===== src/rtl/bp_pkg.sv =====
// rtl/bp_pkg.sv - shared predictor mode enum and static-prediction helper
package bp_pkg;

    typedef enum logic [1:0] {
        BP_BTFNT  = 2'd0,
        BP_GSHARE = 2'd1,
        BP_LSHARE = 2'd2,
        BP_TOURN  = 2'd3
    } bp_mode_e;

    // Backward-taken / forward-not-taken static direction
    function automatic logic btfnt_taken(input logic [31:0] pc, input logic [31:0] taddr);
        return taddr < (pc + 32'd4);
    endfunction

endpackage


===== src/rtl/sat_table.sv =====
// rtl/sat_table.sv - saturating counter table with valid bits and init-on-invalid training
module sat_table #(
    parameter int IWIDTH = 6,
    parameter int CWIDTH = 2
) (
    input  logic              clk,
    input  logic              reset,
    input  logic [IWIDTH-1:0] rd_idx,
    output logic              rd_taken,
    output logic              rd_valid,
    input  logic              train_en,
    input  logic [IWIDTH-1:0] train_idx,
    input  logic              train_taken
);
    localparam int N = 1 << IWIDTH;
    localparam logic [CWIDTH-1:0] WEAK_T  = CWIDTH'(1 << (CWIDTH - 1));
    localparam logic [CWIDTH-1:0] WEAK_NT = WEAK_T - 1'b1;
    localparam logic [CWIDTH-1:0] CMAX    = '1;

    logic [CWIDTH-1:0] cnt [N];
    logic [N-1:0]      valid;
    logic [CWIDTH-1:0] cur;
    logic [CWIDTH-1:0] nxt;

    assign rd_taken = cnt[rd_idx][CWIDTH-1];
    assign rd_valid = valid[rd_idx];

    always_comb begin
        cur = cnt[train_idx];
        nxt = cur;
        if (!valid[train_idx])
            nxt = train_taken ? WEAK_T : WEAK_NT;
        else if (train_taken)
            nxt = (cur == CMAX) ? cur : cur + 1'b1;
        else
            nxt = (cur == '0) ? cur : cur - 1'b1;
    end

    always_ff @(posedge clk or posedge reset) begin
        if (reset)
            valid <= '0;
        else if (train_en)
            valid[train_idx] <= 1'b1;
    end

    // Counter contents need no reset: they are ignored until the valid bit is set
    always_ff @(posedge clk) begin
        if (train_en)
            cnt[train_idx] <= nxt;
    end

endmodule


===== src/rtl/tournament_bp.sv =====
// rtl/tournament_bp.sv - gshare/lshare/BTFNT tournament predictor with checkpoint queue
module tournament_bp
    import bp_pkg::*;
#(
    parameter int IWIDTH = 6,
    parameter int HWIDTH = 6,
    parameter int CWIDTH = 2,
    parameter int QDEPTH = 4
) (
    input  logic        clk,
    input  logic        reset,
    input  logic        en,
    input  logic [1:0]  mode,
    input  logic        lookup_valid,
    input  logic        lookup_is_br,
    input  logic [31:0] lookup_pc,
    input  logic [31:0] lookup_taddr,
    output logic        lookup_ready,
    output logic        pred_taken,
    output logic [31:0] pred_pc,
    input  logic        resolve_valid,
    input  logic        resolve_taken,
    output logic        mispredict,
    output logic        err
);
    localparam int N  = 1 << IWIDTH;
    localparam int QW = $clog2(QDEPTH);

    typedef struct packed {
        logic [IWIDTH-1:0] idx;
        logic [IWIDTH-1:0] gidx;
        logic [IWIDTH-1:0] lidx;
        logic [HWIDTH-1:0] snap;
        logic              gpred;
        logic              lpred;
        logic              pred;
    } ckpt_t;

    logic [HWIDTH-1:0] ghr;
    logic [HWIDTH-1:0] bht [N];
    ckpt_t             q [QDEPTH];
    logic [QW:0]       wptr, rptr, count;
    logic              empty, push, pop;
    ckpt_t             head;

    logic [IWIDTH-1:0] idx, gidx, lidx;
    logic              static_t, gpred, lpred, sel_t;
    logic              g_t, g_v, l_t, l_v, c_t, c_v;

    assign idx  = lookup_pc[IWIDTH+1:2];
    assign gidx = idx ^ IWIDTH'(ghr);
    assign lidx = idx ^ IWIDTH'(bht[idx]);

    assign count = wptr - rptr;
    assign empty = (count == '0);
    assign head  = q[rptr[QW-1:0]];

    sat_table #(.IWIDTH(IWIDTH), .CWIDTH(CWIDTH)) u_gshare (
        .clk(clk), .reset(reset),
        .rd_idx(gidx), .rd_taken(g_t), .rd_valid(g_v),
        .train_en(pop), .train_idx(head.gidx), .train_taken(resolve_taken)
    );

    sat_table #(.IWIDTH(IWIDTH), .CWIDTH(CWIDTH)) u_lshare (
        .clk(clk), .reset(reset),
        .rd_idx(lidx), .rd_taken(l_t), .rd_valid(l_v),
        .train_en(pop), .train_idx(head.lidx), .train_taken(resolve_taken)
    );

    // Chooser counts toward lshare whenever lshare was the component that got it right
    sat_table #(.IWIDTH(IWIDTH), .CWIDTH(CWIDTH)) u_chooser (
        .clk(clk), .reset(reset),
        .rd_idx(idx), .rd_taken(c_t), .rd_valid(c_v),
        .train_en(pop && (head.gpred != head.lpred)), .train_idx(head.idx),
        .train_taken(head.lpred == resolve_taken)
    );

    always_comb begin
        static_t = btfnt_taken(lookup_pc, lookup_taddr);
        gpred    = g_v ? g_t : static_t;
        lpred    = l_v ? l_t : static_t;
        case (mode)
            BP_BTFNT:  sel_t = static_t;
            BP_GSHARE: sel_t = gpred;
            BP_LSHARE: sel_t = lpred;
            default:   sel_t = (c_v && c_t) ? lpred : gpred;
        endcase
        pred_taken = lookup_valid && lookup_is_br && sel_t;
        pred_pc    = pred_taken ? lookup_taddr : lookup_pc + 32'd4;
    end

    assign mispredict   = resolve_valid && !empty && (resolve_taken != head.pred);
    assign lookup_ready = !count[QW] || (resolve_valid && !mispredict && !empty);
    assign pop          = resolve_valid && en && !empty;
    assign push         = lookup_valid && lookup_is_br && lookup_ready && en
                          && !(resolve_valid && mispredict);

    always_ff @(posedge clk or posedge reset) begin
        if (reset) begin
            wptr <= '0;
            rptr <= '0;
            ghr  <= '0;
            err  <= 1'b0;
            for (int i = 0; i < N; i++)
                bht[i] <= '0;
        end else if (en) begin
            if (resolve_valid && empty)
                err <= 1'b1;
            if (mispredict) begin
                // Everything younger than the head is wrong-path: drop it all
                rptr <= wptr;
                ghr  <= HWIDTH'({head.snap, resolve_taken});
            end else begin
                if (pop)
                    rptr <= rptr + 1'b1;
                if (push) begin
                    wptr <= wptr + 1'b1;
                    ghr  <= HWIDTH'({ghr, pred_taken});
                end
            end
            if (pop)
                bht[head.idx] <= HWIDTH'({bht[head.idx], resolve_taken});
        end
    end

    always_ff @(posedge clk) begin
        if (push)
            q[wptr[QW-1:0]] <= '{idx: idx, gidx: gidx, lidx: lidx, snap: ghr,
                                 gpred: gpred, lpred: lpred, pred: pred_taken};
    end

endmodule


===== config.mk =====
export PLATFORM = sky130hd
export DESIGN_NAME = tournament_bp
export DESIGN_NICKNAME = d
export VERILOG_FILES = /design/src/rtl/bp_pkg.sv /design/src/rtl/sat_table.sv /design/src/rtl/tournament_bp.sv
export SDC_FILE = /design/constraint.sdc
export NUM_CORES = 2
export LEC_CHECK = 0
export ABC_AREA = 1
export ABC_CLOCK_PERIOD_IN_PS = 25300
export CORE_ASPECT_RATIO = 0.5
export CORE_MARGIN = 2
export CORE_UTILIZATION = 55
export CTS_BUF_LIST = sky130_fd_sc_hd__clkbuf_16
export DETAILED_ROUTE_END_ITERATION = 8
export PLACE_DENSITY = 0.71
export SLEW_MARGIN = 20
export SYNTH_ARGS = -nofsm -noshare
export SYNTH_HDL_FRONTEND = slang
export SYNTH_SLANG_ARGS = --single-unit
export TNS_END_PERCENT = 100

===== constraint.sdc =====
create_clock -name clk -period 25.3 [get_ports clk]
set_input_delay 2.53 -clock clk [delete_from_list [all_inputs] [get_ports clk]]
set_output_delay 2.53 -clock clk [all_outputs]
set_load 0.005 [all_outputs]

==> summary.md <==
| Metric | Value |
|---|---|
| Critical Path End Type | `output port` |
| Min-Delay Path Class | `reg2reg` |
| Largest net degree at the start of global routing | `170` |
| FMAX | `0.0837 GHz` |
| Fin crit period | `11950 ps` |
| Register area | `0.0294 mm²` |
| Gr ovfl total | `0` |
| Die X-Extent | `441 µm` |
| Vias in the first global route | `43646` |
| Clk buf depth | `3` |
| Slew HR | `18.3%` |
| Post-CTS Hold Buffers | `0` |
| First-pass GRT wire length | `269 mm` |
| Commonest cells in the netlist | `1219 x nand2_1, 758 x o21ai_0, 589 x dfrtp_1` |
| Post-synth top area share | `28.1%` |
| Iter 0 DRT Violations | `7146` |
| Die span in y | `222 µm` |
| Synth Area per Inst | `9.06 µm²` |
| Synthesized cell area | `0.0524 mm²` |
| Mapped Cells | `5790` |
| Power Dens Cells | `129 mW/mm²` |
| Peak supply drop | `0.155 mV` |
| Post-placement cell count | `6907` |
| Outcome | `completed` |
| Critical setup path kind | `in2out` |
| CP Max Fanout | `36` |
| Final GP Congestion | `0.965` |
| Sequential area share after synthesis | `56.0%` |
| Routed len/inst | `25.4 µm` |
| Vias/cell | `6.52` |
| Number of placement rows | `80` |
| Clk_skew | `48.5 ps` |
| CTS buffer count | `95` |
| Drt pass-1 iters | `7` |
| Fill count | `7994` |
| Worst skew pair latency | `750 ps` |
| WL final | `180 mm` |
| Type of element launching the critical path | `input port` |
| Yosys Warn Count | `0` |
| CTS H-tree lvls | `3` |
| Critical path required time | `22770 ps` |
| Least-Margin Pin Slew | `1220 ps` |
| Post-route setup TNS | `0 ps` |
| Asr flop ratio synth | `54.7%` |
| Final-report max-slew violation count | `0` |
| Post-CTS setup buffers | `0` |
| ANT nets after route | `0` |
| I/O pin cnt | `109` |
| GRT Total Usage | `36.2%` |
| Setup-failing EPs final | `0` |
| Min Hold Slack | `470 ps` |
| Setup WS pre-CTS | `13620 ps` |
| Crit path DAT | `9420 ps` |
| Most common cell in the netlist | `nand2_1` |
| Leading post-synthesis cells by cell area | `dfrtp_1 28%, edfxtp_1 28%, nand2_1 8.7%` |
| Reg clk slew, reported paths | `70 ps` |
| Synthesized Nets | `5902` |
| Final hold vios | `0` |
| Leak | `23.3 nW` |
| Post-route clock period utilization | `47.3%` |
| Initial antenna violation count | `3` |
| Final worst slack | `13350 ps` |
| Die ar. | `0.0980 mm²` |
| PostCTS Resize Cnt | `0` |
| Synth Register Bits | `1077` |
| Ys flop type | `dfrtp_1` |
| CTS tree | `built` |
| Area of the multi-input gates | `0.0195 mm²` |
| Starting Density | `55.3%` |
| Post-route insts no fill | `7088` |
| Post-synth EDFFs | `488` |
| Area leader, netlist | `dfrtp_1` |
| DR vias | `46237` |
| Port Buf Inserts | `108` |
| DRC Markers | `0` |
| Core box area | `0.0949 mm²` |
| Clk sink count | `1077` |
| Post-synth cell types | `67` |
| Syn-to-layout area delta | `9.22%` |
| # Max-Cap Violations | `0` |
| Final nets | `5845` |
| Clk root buf | `clkbuf_16` |
| RSZ-0062 raised after global routing | `false` |
| Share of post-route cells with drive strength above 1 | `6.81%` |
| Detailed Place HPWL | `112 mm` |
## sequential cells by signal, summed over array words and instances, names as in the netlist
signal and flops:
bht 384, u_chooser.cnt 128, u_gshare.cnt 128, u_lshare.cnt 128
q 104, u_chooser.valid 64, u_gshare.valid 64, u_lshare.valid 64
ghr 6, rptr 3, wptr 3, err 1
## layout make-up
class                   count  share of cell area, %
repair buffers            195                   3.10
multi-input cells        3835                   34.0
clock inverters            81                   1.02
well taps                1271                   2.78
diodes                      1                0.00437
flip-flops and latches   1077                   51.3
inverters                 529                   3.50
clock buffers              99                   4.32
## worst max-delay path, stage by stage
cell             delay, ps
buf_2                   80
buf_4                  430
buf_4                  470
nand2_1                180
inv_2                  450
nand2_1                220
nor2_1                 280
nand2_1                140
nor4_1                 210
nand4_1                190
nor2_1                 150
xor2_1                 310
ha_1                   300
nand2_1                 80
nor2_1                  50
a211oi_1               180
o221ai_1               140
nand2_1                 90
o2111ai_1              100
a21o_1                 420
nand3_1                210
nand3_1                110
nand3_1                150
nand3_1                 80
nand2_1                280
nand2_4                340
inv_4                  470
clkdlybuf4s50_1        710
## worst paths after layout
check                              from                    to  slack (ps)  depth (start not counted)
min in group asynchronous         reset    u_lshare.valid[52]        2420                          2
setup reg to reg                rptr[1]  u_chooser.cnt[40][1]       18500                         18
hold / removal                      err                   err         470                          1
hold reg to reg                     err                   err         470                          1
max in group asynchronous         reset              bht[339]       20420                          4
setup / recovery           lookup_pc[4]            pred_taken       13350                         28
## power by group
part,internal (mW),total [mW],switching (mW)
clock,0.774,1.47,0.696
combinational,0.684,3.18,2.50
sequential,2.62,2.77,0.146
## cell families (layout without fill, tap and decap cells)
kind of cell    Yosys count  after routing  share of synthesized area, %
flops                  1077           1077                          56.0
other cells               0              1                             0
fa+ha+maj                39             39                         0.930
compound gates         1542           1542                          17.4
buf+inv                 878            904                          7.10
xor+xnor                 33             33                         0.580
simple gates           2221           2221                          18.0
## cells in the final DEF (no fill, tap or decap), types with 23 or more instances in the layout
master / n
nand2_1: 1217
o21ai_0: 757
dfrtp_1: 588
inv_1: 505
edfxtp_1: 488
nor2_1: 406
nand3_1: 376
o22ai_1: 219
a21oi_1: 209
clkdlybuf4s50_1: 104
clkbuf_16: 99
or2_2: 87
buf_4: 84
a22oi_1: 83
a221oi_1: 57
nand4_1: 55
o211ai_1: 52
clkinv_1: 43
o41ai_1: 42
ha_1: 39
xor2_1: 23
## metrics by stage
step	util (%)	instance area, µm²	power (mW)
2_1_floorplan	-	52400	4.54
3_3_place_gp	57.1	54200	5.75
3_5_place_dp	57.1	54200	5.84
4_1_cts	60.4	57300	7.28
5_1_grt	60.4	57300	7.65
6_report	60.4	57300	7.42
## per-layer routing
| metal | vias to the layer above | track usage (%) | wire length, µm |
|---|---|---|---|
| li1 | 19984 | - | - |
| met2 | 3422 | 53.5 | 77800 |
| met1 | 22121 | 49.1 | 67500 |
| met5 | - | 0 | 27 |
| met3 | 706 | 11.2 | 25400 |
| met4 | 4 | 16.4 | 9490 |
No activity file was read; power rests on OpenSTA's default activity.
